--- src/rtl/mem_access_unit.sv ---
// MEM-stage load/store engine: drives the SRAM-like data bus, formats stores, extends loads.
// Define MEM_LLSC_EN to enable the LL/SC link bit; otherwise LL acts as LW and SC as SW.
module mem_access_unit #(
  parameter int ADDR_W = 32,
  parameter int DATA_W = 32
) (
  input  logic              clk,
  input  logic              rst_n,
  input  logic [3:0]        load_type,
  input  logic [3:0]        store_type,
  input  logic [ADDR_W-1:0] addr,
  input  logic [DATA_W-1:0] store_data,
  input  logic              mem_flush,
  input  logic              mem_hold,
  input  logic              llbit_clr,
  output logic              data_req,
  output logic              data_wr,
  output logic [1:0]        data_size,
  output logic [ADDR_W-1:0] data_addr,
  output logic [3:0]        data_wstrb,
  output logic [DATA_W-1:0] data_wdata,
  input  logic              data_addr_ok,
  input  logic              data_data_ok,
  input  logic [DATA_W-1:0] data_rdata,
  output logic [DATA_W-1:0] load_data,
  output logic              sc_result,
  output logic              adel,
  output logic              ades,
  output logic              mem_stall,
  output logic              llbit
);

  localparam logic [3:0] LD_LB = 4'd1, LD_LBU = 4'd2, LD_LH = 4'd3, LD_LHU = 4'd4, LD_LL = 4'd6;
  localparam logic [3:0] ST_SB = 4'd1, ST_SH = 4'd2, ST_SC = 4'd4;

  typedef enum logic [1:0] {S_IDLE, S_REQ, S_WAIT, S_DONE} state_t;

  function automatic logic [31:0] ext_load(input logic [3:0] ltype, input logic [1:0] off,
                                           input logic [31:0] rd);
    logic signed [7:0]  b;
    logic signed [15:0] h;
    logic signed [31:0] r;
    b = rd[8*off +: 8];
    h = off[1] ? rd[31:16] : rd[15:0];
    case (ltype)
      LD_LB:   r = 32'(b);
      LD_LBU:  r = {24'd0, b};
      LD_LH:   r = 32'(h);
      LD_LHU:  r = {16'd0, h};
      default: r = rd;
    endcase
    return r;
  endfunction

  state_t            state_q, state_d;
  logic              kill_q, kill_d, kill_now, complete, llbit_q;
  logic [DATA_W-1:0] load_q;
  logic              ld_valid, st_valid, is_ll, is_sc, misalign, sc_fail, issue;
  logic [1:0]        acc_size;
  logic [3:0]        acc_wstrb;
  logic [DATA_W-1:0] acc_wdata;
  logic              cap_wr, cap_ll;
  logic [1:0]        cap_size;
  logic [ADDR_W-1:0] cap_addr;
  logic [3:0]        cap_wstrb, cap_ltype;
  logic [DATA_W-1:0] cap_wdata;

  assign ld_valid = (load_type >= LD_LB) && (load_type <= LD_LL);
  assign st_valid = (store_type >= ST_SB) && (store_type <= ST_SC);
  assign is_ll    = (load_type == LD_LL);
  assign is_sc    = (store_type == ST_SC);

  always_comb begin
    acc_size  = 2'd0;
    acc_wstrb = 4'b0000;
    acc_wdata = store_data;
    if (ld_valid) begin
      if (load_type == LD_LB || load_type == LD_LBU)      acc_size = 2'd0;
      else if (load_type == LD_LH || load_type == LD_LHU) acc_size = 2'd1;
      else                                                acc_size = 2'd2;
    end else if (st_valid) begin
      acc_size  = 2'd2;
      acc_wstrb = 4'b1111;
      if (store_type == ST_SB) begin
        acc_size  = 2'd0;
        acc_wstrb = 4'b0001 << addr[1:0];
        acc_wdata = {4{store_data[7:0]}};
      end else if (store_type == ST_SH) begin
        acc_size  = 2'd1;
        acc_wstrb = addr[1] ? 4'b1100 : 4'b0011;
        acc_wdata = {2{store_data[15:0]}};
      end
    end
  end

  assign misalign = (ld_valid || st_valid) &&
                    (((acc_size == 2'd1) && addr[0]) || ((acc_size == 2'd2) && (addr[1:0] != 2'b00)));
  assign adel     = misalign && ld_valid;
  assign ades     = misalign && !ld_valid && st_valid;
  assign issue    = rst_n && (state_q == S_IDLE) && (ld_valid || st_valid) &&
                    !misalign && !mem_flush && !sc_fail;
  // A flush landing in the response cycle kills that response just like an earlier one
  assign kill_now = kill_q || mem_flush;

  always_comb begin
    state_d    = state_q;
    kill_d     = kill_q;
    complete   = 1'b0;
    data_req   = 1'b0;
    mem_stall  = 1'b0;
    load_data  = load_q;
    data_wr    = cap_wr;
    data_size  = cap_size;
    data_addr  = cap_addr;
    data_wstrb = cap_wstrb;
    data_wdata = cap_wdata;
    case (state_q)
      S_IDLE: begin
        data_wr    = st_valid && !ld_valid;
        data_size  = acc_size;
        data_addr  = addr;
        data_wstrb = acc_wstrb;
        data_wdata = acc_wdata;
        data_req   = issue;
        mem_stall  = issue;
        if (issue) state_d = data_addr_ok ? S_WAIT : S_REQ;
      end
      S_REQ: begin
        data_req  = 1'b1;
        mem_stall = 1'b1;
        if (mem_flush)    kill_d  = 1'b1;
        if (data_addr_ok) state_d = S_WAIT;
      end
      S_WAIT: begin
        mem_stall = 1'b1;
        if (data_data_ok) begin
          kill_d  = 1'b0;
          state_d = S_IDLE;
          if (!kill_now) begin
            complete  = 1'b1;
            mem_stall = 1'b0;
            load_data = ext_load(cap_ltype, cap_addr[1:0], data_rdata);
            if (mem_hold) state_d = S_DONE;
          end
        end else if (mem_flush) begin
          kill_d = 1'b1;
        end
      end
      S_DONE: begin
        if (!mem_hold || mem_flush) state_d = S_IDLE;
      end
      default: state_d = S_IDLE;
    endcase
  end

  always_ff @(posedge clk) begin
    if (!rst_n) begin
      state_q <= S_IDLE;
      kill_q  <= 1'b0;
      load_q  <= '0;
    end else begin
      state_q <= state_d;
      kill_q  <= kill_d;
      if (complete) load_q <= load_data;
    end
  end

  // Request fields are frozen at issue so a flushed EXE/MEM register cannot disturb the bus
  always_ff @(posedge clk) begin
    if (issue) begin
      cap_wr    <= st_valid && !ld_valid;
      cap_size  <= acc_size;
      cap_addr  <= addr;
      cap_wstrb <= acc_wstrb;
      cap_wdata <= acc_wdata;
      cap_ltype <= ld_valid ? load_type : 4'd0;
      cap_ll    <= is_ll;
    end
  end

`ifdef MEM_LLSC_EN
  always_ff @(posedge clk) begin
    if (!rst_n)                        llbit_q <= 1'b0;
    else if (llbit_clr || mem_flush)   llbit_q <= 1'b0;
    else if (complete && cap_ll)       llbit_q <= 1'b1;
  end
  assign sc_fail   = is_sc && !ld_valid && !llbit_q;
  assign sc_result = is_sc && llbit_q;
`else
  logic unused_llsc;
  assign unused_llsc = llbit_clr ^ cap_ll;
  assign llbit_q     = 1'b0;
  assign sc_fail     = 1'b0;
  assign sc_result   = is_sc;
`endif

  assign llbit = llbit_q;

endmodule

--- config.mk ---
export PLATFORM = sky130hd
export DESIGN_NAME = mem_access_unit
export DESIGN_NICKNAME = d
export VERILOG_FILES = /design/src/rtl/mem_access_unit.sv
export SDC_FILE = /design/constraint.sdc
export NUM_CORES = 1
export LEC_CHECK = 0
export ABC_AREA = 1
export BUFFER_PORTS_ARGS = -buffer_cell sky130_fd_sc_hd__buf_2
export CORE_MARGIN = 2
export CORE_UTILIZATION = 45
export CTS_BUF_LIST = sky130_fd_sc_hd__clkbuf_16
export DETAILED_ROUTE_END_ITERATION = 10
export PLACE_DENSITY_LB_ADDON = 0.05
export SYNTH_ARGS = -nofsm -noshare
export SYNTH_HDL_FRONTEND = slang
export SYNTH_SLANG_ARGS = --single-unit
--- constraint.sdc ---
create_clock -name clk -period 3.45 [get_ports clk]
set_input_delay 0.345 -clock clk [delete_from_list [all_inputs] [get_ports clk]]
set_output_delay 0.345 -clock clk [all_outputs]
set_load 0.02 [all_outputs]
==> results of run 1 <==
[synthesized netlist by cell type, drive strengths merged]
cell and n:
a211oi 1, a21boi 1, a21oi 13, a311oi 1, a31oi 13, buf 13
clkbuf 21, conb 1, dfxtp 35, edfxtp 75, ha 5, inv 77
mux2i 1, nand2 305, nand3 35, nand4 1, nor2 83, nor3 7
o2111ai 2, o211ai 14, o21ai 50, o21bai 1, o22ai 1, o311ai 1
o31ai 2, or2 19
[registers in the layout, indices dropped and copies added (netlist names)]
signal,flops
load_q,32
cap_wr,1
cap_wstrb,4
cap_ltype,4
cap_size,2
cap_addr,32
state_q,2
cap_wdata,32
kill_q,1
[power by group]
part / internal (mW) / total [mW] / switching (mW)
logic: 0.686 / 2.19 / 1.51
clock network: 0.506 / 1.03 / 0.521
registers: 1.53 / 1.58 / 0.0462
[through the flow]
step	setup WS [ns]	instances	power [mW]	instance area [um^2]	hold WS, ns
floorplan	0.461	779	3.08	6160	0.444
global placement	0.962	1144	3.83	7380	0.459
detailed placement	0.959	1144	3.83	7380	0.464
CTS	0.557	1160	4.86	7660	0.156
global route	0.391	1160	5.12	7660	0.156
finish	0.550	1161	4.80	7670	0.171
[per-layer routing]
layer  routed length [um]  up-vias
met4                  174        0
met3                 1580       13
li1                     -     2909
met2                 7750      207
met1                 6740     2570
met5                    0        -
[final timing paths]
kind	to	slack (ns)	cells after the start
worst min register to register	load_q[4]	0.47	2
worst min-delay path	cap_addr[30]	0.17	1
worst max register to register	cap_wdata[7]	1.16	9
worst max-delay path	load_data[30]	0.55	10
[logic make-up after synthesis]
logic type,Yosys count,share of synthesized area
AOI/OAI and AO/OA,100,0.110
adders and majority gates,5,0.0102
buffers and inverters,111,0.0748
DFF,110,0.480
muxes,1,0.00163
other,1,0.000609
and+or+nand+nor,450,0.324
[cell type report]
class                      count  share of cell area
clock inverter                 7             0.00832
multi-input combinational    558               0.361
sequential                   110               0.385
clock buffer                   9              0.0294
antenna                        1            0.000326
inverter                      77              0.0383
timing repair buffer         223               0.149
tap                          176              0.0287
==> out/qor.csv, run 1 <==
stage;metric;value;unit
timing;Clock Skew;0.00945;ns
timing;FMAX;0.345;GHz
die;initial core utilization;0.463;
die;row cnt;42;
hold_path;Min-Delay Path Class;primary input to flip-flop;
routing;Post-DRT Antenna Nets;0;
logic_synthesis;syn avg cell area;7.91;um^2
place;post-DP HPWL;11700;um
finish;Layout fillers;1330;
place;PortBufs;217;
grt;GRT overflow;0;
worst_setup_path;reg-to-reg critical path startpoint;state_q[0];
finish;Nets;1095;
die;Placeable Area;13300;um^2
clock_tree;Resized cells post-CTS;0;
hold_path;hold path start;addr[30];
finish;area of the multi-input gates;2770;um^2
clock_tree;Max clock buf depth;2;
timing;RSZ-0062 raised after global routing;no;
worst_setup_path;Critical Path, Cell by Cell;inv_2 > a21boi_4 > a21oi_2 > nand2_4 > nand2_4 > inv_2 > nand3_1 > o21ai_0 > inv_1 > buf_2;
clock_tree;clk_lat worst skew;0.36;ns
routing;Vias;5699;
power;Lkg Pwr;3.94;nW
grt;initial antenna violation count;0;
finish;register area;2950;um^2
grt;met1 Track Usage GR;0.273;
power;pwr dens;626;nW/um^2
routing;post-route DRC violation count;0;
worst_setup_path;delay of the slowest critical-path stage;0.68;ns
die;Die Width;121;um
timing;total negative slack;0;ns
power;IR drop worst, VDD;0.306;mV
logic_synthesis;area leader, netlist;edfxtp_1;
worst_setup_path;worst path bufs/invs;4;
run;max-cap violations;0;
finish;commonest non-fill, non-tap cell in the layout;nand2_1;
clock_tree;clk slew on worst S/H paths;0.08;ns
worst_setup_path;Worst setup SP type;flip-flop;
status;status;finished clean;
timing;final-report hold violation count;0;
grt;global-route wire length before repair;25700;um
logic_synthesis;Seq/Total Area, Yosys;0.480;
worst_setup_path;crit path max-delay cell type;edfxtp_1;
grt;largest net degree at the start of global routing;76;
timing;relative slew slack;0.353;
routing;initial DRC count;445;
grt;Overall Global Routing Usage;0.222;
logic_synthesis;synth warn;0;
finish;layout cells sized above 1;0.338;
timing;max-slew violation count;0;
routing;1st-pass router iterations;5;
finish;area delta synth->final;24.5;%
die;Die ar.;14600;um^2
logic_synthesis;Synth cell types;43;
grt;GR Util met3;0.0742;
timing;Final setup viols;0;
worst_setup_path;Critical Path End Type;primary output;
finish;most frequent cells in the layout;291 x nand2_1, 217 x buf_2, 75 x edfxtp_1;
clock_tree;clock sinks;110;
logic_synthesis;Synth Register Bits;110;
logic_synthesis;share of the synthesized area in the top cell type;0.366;
die;io pins;220;
clock_tree;H-Tree Depth;3;
die;Die Ht;121;um
logic_synthesis;Mapped Cells;778;
grt;vias in the first global route;5255;
logic_synthesis;Mapped Area;6160;um^2
logic_synthesis;largest cells by area after synthesis;edfxtp_1 37%, nand2_1 18%, dfxtp_1 11%;
worst_setup_path;crit path from;cap_addr[1];
timing;period utilization;0.840;
timing;minimum clock period;2.90;ns
clock_tree;Num CTS Buffers;9;
worst_setup_path;CP top delay family;buffers and inverters;
worst_setup_path;CP Class;flip-flop to primary output;
grt;met2 Resource Use GR;0.371;
finish;Final Util;0.577;
clock_tree;hold-fix buffers at CTS;0;
worst_setup_path;CP Data Required Time;3.11;ns
routing;vias per cell;4.91;
routing;drt wl/cell;14.0;um
grt;global-route layer with the greatest usage;met2;
clock_tree;clock root cell;clkbuf_16;
clock_tree;CTS tree;yes;
place;global placement routability congestion;0.886;
worst_setup_path;CP Max Fanout;15;
timing;worst slew pin tran;0.970;ns
clock_tree;post-CTS setup buffer count;0;
worst_setup_path;Worst Path Arrival;2.55;ns
routing;final WL;16200;um
No activity file was read; power rests on OpenSTA's default activity.
==> run 2: changes to the inputs <==
clock period = 2.8 ns   (was 3.45 ns; I/O delays follow)
==> run 2 against run 1 <==
Hold slack got worse by 0.062 ns. Combinational power up 25%. First-iteration DRC count grew 7.9%. Clock skew increased by 0.0021 ns. Wire length decreased by 0.88%. Count of clock-buffer cells in the layout is the same. Sequential power is 23% higher. Total power rose by 22%. Design area increased by 0.62%.
==> out/qor.csv, run 2 (synthesized netlist as in run 1, its figures left out) <==
stage;metric;value;unit;change
worst_setup_path;reg-to-reg critical path startpoint;state_q[1];;
worst_setup_path;R2R Path End;cap_wdata[29];;
routing;Post-DRT Antenna Nets;0;;unchanged
timing;worst hold slack;0.109;ns;-0.0618 ns
timing;FMAX;0.391;GHz;
timing;period utilization;0.913;;
timing;worst slew pin tran;0.653;ns;-0.317 ns
worst_setup_path;crit path from;cap_addr[1];;
finish;Nets;1102;;+0.64%
worst_setup_path;CP top delay family;flip-flops;;
run;max-cap violations;0;;unchanged
timing;Clock Skew;0.0115;ns;+0.00209 ns
die;Placeable Area;13300;um^2;unchanged
place;global placement routability congestion;0.870;;-1.9%
finish;biggest regs;cap_addr x32, cap_wdata x32, load_q x32;;
timing;final-report hold violation count;0;;unchanged
worst_setup_path;CP Max Fanout;12;;-3
power;Overall Power;5.87;mW;+22%
die;Die ar.;14600;um^2;unchanged
die;row cnt;42;;unchanged
finish;Layout fillers;1350;;+1.5%
routing;final WL;16100;um;-0.88%
routing;drt wl/cell;13.8;um;-1.4%
place;PortBufs;217;;unchanged
clock_tree;Num CTS Buffers;9;;unchanged
routing;post-route DRC violation count;0;;unchanged
place;post-DP HPWL;11600;um;-0.60%
grt;GRT overflow;0;;unchanged
clock_tree;clock root cell;clkbuf_16;;
worst_setup_path;crit path max-delay cell type;edfxtp_1;;
die;io pins;220;;unchanged
grt;vias in the first global route;5120;;-2.6%
clock_tree;Max clock buf depth;2;;unchanged
routing;initial DRC count;480;;+7.9%
finish;area delta synth->final;25.3;%;
routing;1st-pass router iterations;5;;unchanged
worst_setup_path;CP Class;flip-flop to primary output;;
worst_setup_path;CP Data Required Time;2.52;ns;-0.59 ns
worst_setup_path;Worst setup SP type;flip-flop;;
die;Die Ht;121;um;unchanged
worst_setup_path;CP endpoint;load_data[30];;
finish;most frequent cells in the layout;291 x nand2_1, 217 x buf_2, 75 x edfxtp_1;;
clock_tree;H-Tree Depth;3;;unchanged
finish;ANT cells;0;;-1
die;initial core utilization;0.463;;unchanged
grt;met2 Resource Use GR;0.350;;-0.0214
worst_setup_path;Critical Path, Cell by Cell;o21ai_1 > inv_1 > nor2_1 > a21oi_2 > nand2_4 > nand2_4 > inv_2 > nand3_1 > o21ai_0 > inv_1 > buf_2;;
worst_setup_path;Worst Path Arrival;2.28;ns;-0.27 ns
worst_setup_path;flop2flop setup slack;0.85;ns;-0.31 ns
finish;register area;2950;um^2;unchanged
die;Die Width;121;um;unchanged
power;pwr dens;760;nW/um^2;+21%
worst_setup_path;Worst Reg2Reg Path Length in Cells;9;;unchanged
clock_tree;clk slew on worst S/H paths;0.08;ns;about the same
hold_path;Min-Delay Path Class;primary input to flip-flop;;
grt;GR Util met3;0.0545;;-0.0197
place;DP Cell Count;1149;;+0.44%
grt;met1 Track Usage GR;0.282;;+0.00980
grt;global-route wire length before repair;25100;um;-2.2%
power;Lkg Pwr;3.97;nW;+0.79%
routing;vias per cell;4.87;;-0.83%
finish;area of the multi-input gates;2770;um^2;unchanged
hold_path;hold path start;addr[25];;
finish;commonest non-fill, non-tap cell in the layout;nand2_1;;
timing;Final setup viols;0;;unchanged
worst_setup_path;delay of the slowest critical-path stage;0.53;ns;-0.15 ns
timing;total negative slack;0;ns;unchanged
status;status;finished clean;;
timing;minimum clock period;2.56;ns;
finish;post-route insts no fill;1167;;+0.52%
grt;initial antenna violation count;0;;unchanged
grt;largest net degree at the start of global routing;86;;+13%
power;IR drop worst, VDD;0.426;mV;+39%
timing;max-slew violation count;0;;unchanged
worst_setup_path;worst path bufs/invs;4;;unchanged
timing;relative slew slack;0.565;;+0.212
worst_setup_path;Critical Path End Type;primary output;;
routing;Vias;5681;;-0.32%
clock_tree;clock sinks;110;;unchanged
timing;RSZ-0062 raised after global routing;no;;
clock_tree;clk_lat worst skew;0.36;ns;about the same
worst_setup_path;WP depth;11;;+1
finish;layout cells sized above 1;0.340;;+0.00165
grt;global-route layer with the greatest usage;met2;;
clock_tree;hold-fix buffers at CTS;0;;unchanged
clock_tree;CTS tree;yes;;
grt;Overall Global Routing Usage;0.216;;-0.00534
run 2: routing by layer:
layer,wire length [um],part of all wire
met3,1360,0.085
met2,7430,0.46
met1,7060,0.44
met5,0,0
met4,243,0.015
run 2: worst min path at each step:
| stage | endpoint | cells after the start |
|---|---|---|
| CTS | cap_addr[17] | 1 |
| global placement | load_q[4] | 2 |
| global route | cap_addr[24] | 1 |
| floorplan | cap_addr[0] | 0 |
| finish | cap_addr[25] | 1 |
| detailed placement | load_q[4] | 2 |
run 2: what timing repair did:
| action | 4_1_cts | 5_1_grt |
|---|---|---|
| setup endpoints to repair | 0 | 14 |
| resized for setup | 0 | 1 |
| buffers inserted | 0 | 2 |
run 2: layout make-up:
cell class / instances / area share
well taps: 176 / 0.0285
clock inverters: 7 / 0.00535
inverters: 77 / 0.0386
flip-flops and latches: 110 / 0.383
clock buffers: 9 / 0.0292
repair buffers: 230 / 0.157
multi-input cells: 558 / 0.358
run 2: per-stage QoR:
stage / util / instance area (um^2) / worst slack, ns
CTS: 0.579 / 7700 / 0.102
global placement: 0.559 / 7430 / 0.520
detailed placement: 0.559 / 7430 / 0.480
global route: 0.580 / 7710 / 0.0153
finish: 0.580 / 7710 / 0.245
floorplan: - / 6160 / 0.276
run 2: where the power goes:
part           internal, mW  total (mW)  switching (mW)
logic                 0.865        2.74            1.87
clock network         0.598        1.19           0.590
registers              1.89        1.94          0.0519
==> run 3: changes to the inputs <==
CELL_PAD_IN_SITES_DETAIL_PLACEMENT = 1   (was default)
CELL_PAD_IN_SITES_GLOBAL_PLACEMENT = 1   (was default)
CORE_UTILIZATION = 36   (was 45)
==> run 3 against run 2 <==
Design area grew 0.41%. Register-to-register slack lost 0.21 ns. Sequential cell count is the same. Global-route usage shrank 0.31 points. Total power grew 0.96%. Hold slack is essentially flat.
==> out/qor.csv, run 3 (synthesized netlist as in run 1, its figures left out) <==
stage;metric;value;unit;change
die;row cnt;47;;+12%
place;global placement routability congestion;0.859;;-1.2%
clock_tree;clk_lat worst skew;0.36;ns;about the same
timing;worst slew pin tran;0.640;ns;-0.0130 ns
finish;Layout fillers;2161;;+60%
worst_setup_path;WP depth;9;;-2
clock_tree;H-Tree Depth;3;;unchanged
timing;relative slew slack;0.573;;+0.00869
die;io pins;220;;unchanged
routing;initial DRC count;182;;-62%
routing;1st-pass router iterations;5;;unchanged
finish;most frequent cells in the layout;291 x nand2_1, 217 x buf_2, 75 x edfxtp_1;;
worst_setup_path;CP top delay family;buffers and inverters;;
grt;global-route wire length before repair;30600;um;+22%
finish;Nets;1099;;-0.27%
power;Lkg Pwr;3.95;nW;-0.51%
worst_setup_path;Critical Path End Type;primary output;;
grt;GRT overflow;0;;unchanged
timing;total negative slack;0;ns;unchanged
worst_setup_path;crit path max-delay cell type;dfxtp_1;;
worst_setup_path;Worst Reg2Reg Path Length in Cells;9;;unchanged
hold_path;Hold Path Depth;1;;unchanged
grt;initial antenna violation count;1;;+1
finish;biggest regs;cap_addr x32, cap_wdata x32, load_q x32;;
place;post-DP HPWL;14500;um;+24%
power;IR drop worst, VDD;0.433;mV;+1.6%
die;Die Ht;135;um;+11%
clock_tree;Num CTS Buffers;9;;unchanged
timing;minimum clock period;2.64;ns;+0.0866 ns
finish;post-route insts no fill;1208;;+3.5%
clock_tree;CTS tree;yes;;
routing;vias per cell;4.82;;-1.0%
worst_setup_path;Worst Path Arrival;2.36;ns;+0.08 ns
power;Overall Power;5.92;mW;+0.96%
worst_setup_path;Worst setup SP type;flip-flop;;
finish;ANT cells;0;;unchanged
timing;Final setup viols;0;;unchanged
status;status;finished clean;;
finish;commonest non-fill, non-tap cell in the layout;nand2_1;;
routing;Vias;5820;;+2.4%
die;initial core utilization;0.370;;-0.0931
worst_setup_path;reg-to-reg critical path startpoint;state_q[0];;
power;pwr dens;765;nW/um^2;+0.55%
place;PortBufs;217;;unchanged
grt;largest net degree at the start of global routing;68;;-21%
timing;worst hold slack;0.110;ns;+0.000328 ns
timing;Final WS setup;0.158;ns;-0.0866 ns
die;Die Width;135;um;+11%
place;DP Cell Count;1191;;+3.7%
hold_path;end of the worst hold path;cap_addr[26];;
routing;drt wl/cell;15.9;um;+15%
routing;final WL;19200;um;+19%
finish;layout cells sized above 1;0.338;;-0.00200
hold_path;hold path start;addr[26];;
die;Die ar.;18200;um^2;+24%
worst_setup_path;worst path bufs/invs;3;;-1
timing;final-report hold violation count;0;;unchanged
timing;Clock Skew;0.00724;ns;-0.00430 ns
worst_setup_path;CP Data Required Time;2.52;ns;about the same
clock_tree;Max clock buf depth;2;;unchanged
grt;Overall Global Routing Usage;0.213;;-0.00308
clock_tree;clk slew on worst S/H paths;0.07;ns;about the same
clock_tree;clock root cell;clkbuf_16;;
routing;Post-DRT Antenna Nets;0;;unchanged
worst_setup_path;CP Class;flip-flop to primary output;;
clock_tree;hold-fix buffers at CTS;0;;unchanged
timing;FMAX;0.378;GHz;-3.3%
clock_tree;clock sinks;110;;unchanged
finish;area delta synth->final;25.8;%;
worst_setup_path;CP Max Fanout;42;;+30
place;pre-CTS setup slack;0.377;ns;-0.103 ns
worst_setup_path;delay of the slowest critical-path stage;0.37;ns;-0.16 ns
timing;max-slew violation count;0;;unchanged
routing;post-route DRC violation count;0;;unchanged
worst_setup_path;flop2flop setup slack;0.64;ns;-0.21 ns
timing;period utilization;0.944;;+0.0309
timing;RSZ-0062 raised after global routing;no;;
grt;vias in the first global route;6116;;+19%
worst_setup_path;R2R Path End;cap_wdata[26];;
die;Placeable Area;16600;um^2;+25%
hold_path;Min-Delay Path Class;primary input to flip-flop;;
run;max-cap violations;0;;unchanged
worst_setup_path;Critical Path, Cell by Cell;inv_1 > ha_1 > nand2_1 > nor2_4 > buf_12 > o21ai_0 > a31oi_1 > nor2_1 > buf_2;;
-- run 3: changes by cell type in the layout (fill, tap and decap cells not counted) --
cell,previous run,this run
buf_6,1,0
inv_1,69,68
inv_4,2,3
buf_4,10,8
clkinv_1,1,2
inv_2,7,6
-- run 3: how the worst max path moves through the flow --
stage            startpoint            end  slack [ns]
5_1_grt        cap_ltype[3]  load_data[15]        0.01
3_5_place_dp    cap_addr[1]  load_data[30]        0.38
3_3_place_gp    cap_addr[1]  load_data[30]        0.43
4_1_cts          state_q[0]   load_data[0]        0.12
6_report         state_q[0]   load_data[0]        0.16
2_1_floorplan    state_q[0]    cap_addr[0]        0.28
-- run 3: power breakdown --
group | switching, mW | leakage, nW | internal [mW] | total [mW]
registers | 0.0567 | 0.967 | 1.89 | 1.95
logic | 1.92 | 2.85 | 0.855 | 2.78
clock network | 0.603 | 0.132 | 0.599 | 1.20
-- run 3: final cells by class --
| class | instances | area (um^2) | area share |
|---|---|---|---|
| clock inverter | 7 | 41.3 | 0.00533 |
| tap | 220 | 275 | 0.0355 |
| multi-input combinational | 558 | 2770 | 0.357 |
| sequential | 110 | 2950 | 0.381 |
| clock buffer | 9 | 225 | 0.0291 |
| inverter | 77 | 300 | 0.0388 |
| timing repair buffer | 227 | 1190 | 0.153 |
-- run 3: worst register-to-register path, delay by kind of cell (launching register included) --
family        cells  cell delay (ns)
flops             1             0.37
simple gates      4             0.44
buf+inv           4             0.79
fa+ha+maj         1             0.19
-- run 3: per-layer routing --
metal	routed length, um	track usage
met5	0	0
met4	400	0.0749
met3	1350	0.0608
met2	9870	0.388
met1	7590	0.237
-- run 3: stage by stage --
step | utilization | area [um^2]
5_1_grt | 0.465 | 7750
3_5_place_dp | 0.449 | 7470
4_1_cts | 0.465 | 7740
2_1_floorplan | - | 6160
6_report | 0.465 | 7750
3_3_place_gp | 0.449 | 7470
-- run 3: timing repair --
action,4_1_cts,5_1_grt
gates resized for setup,0,2
buffers inserted,1,0
endpoints found under the hold margin,0,0
setup endpoints to repair,2,2
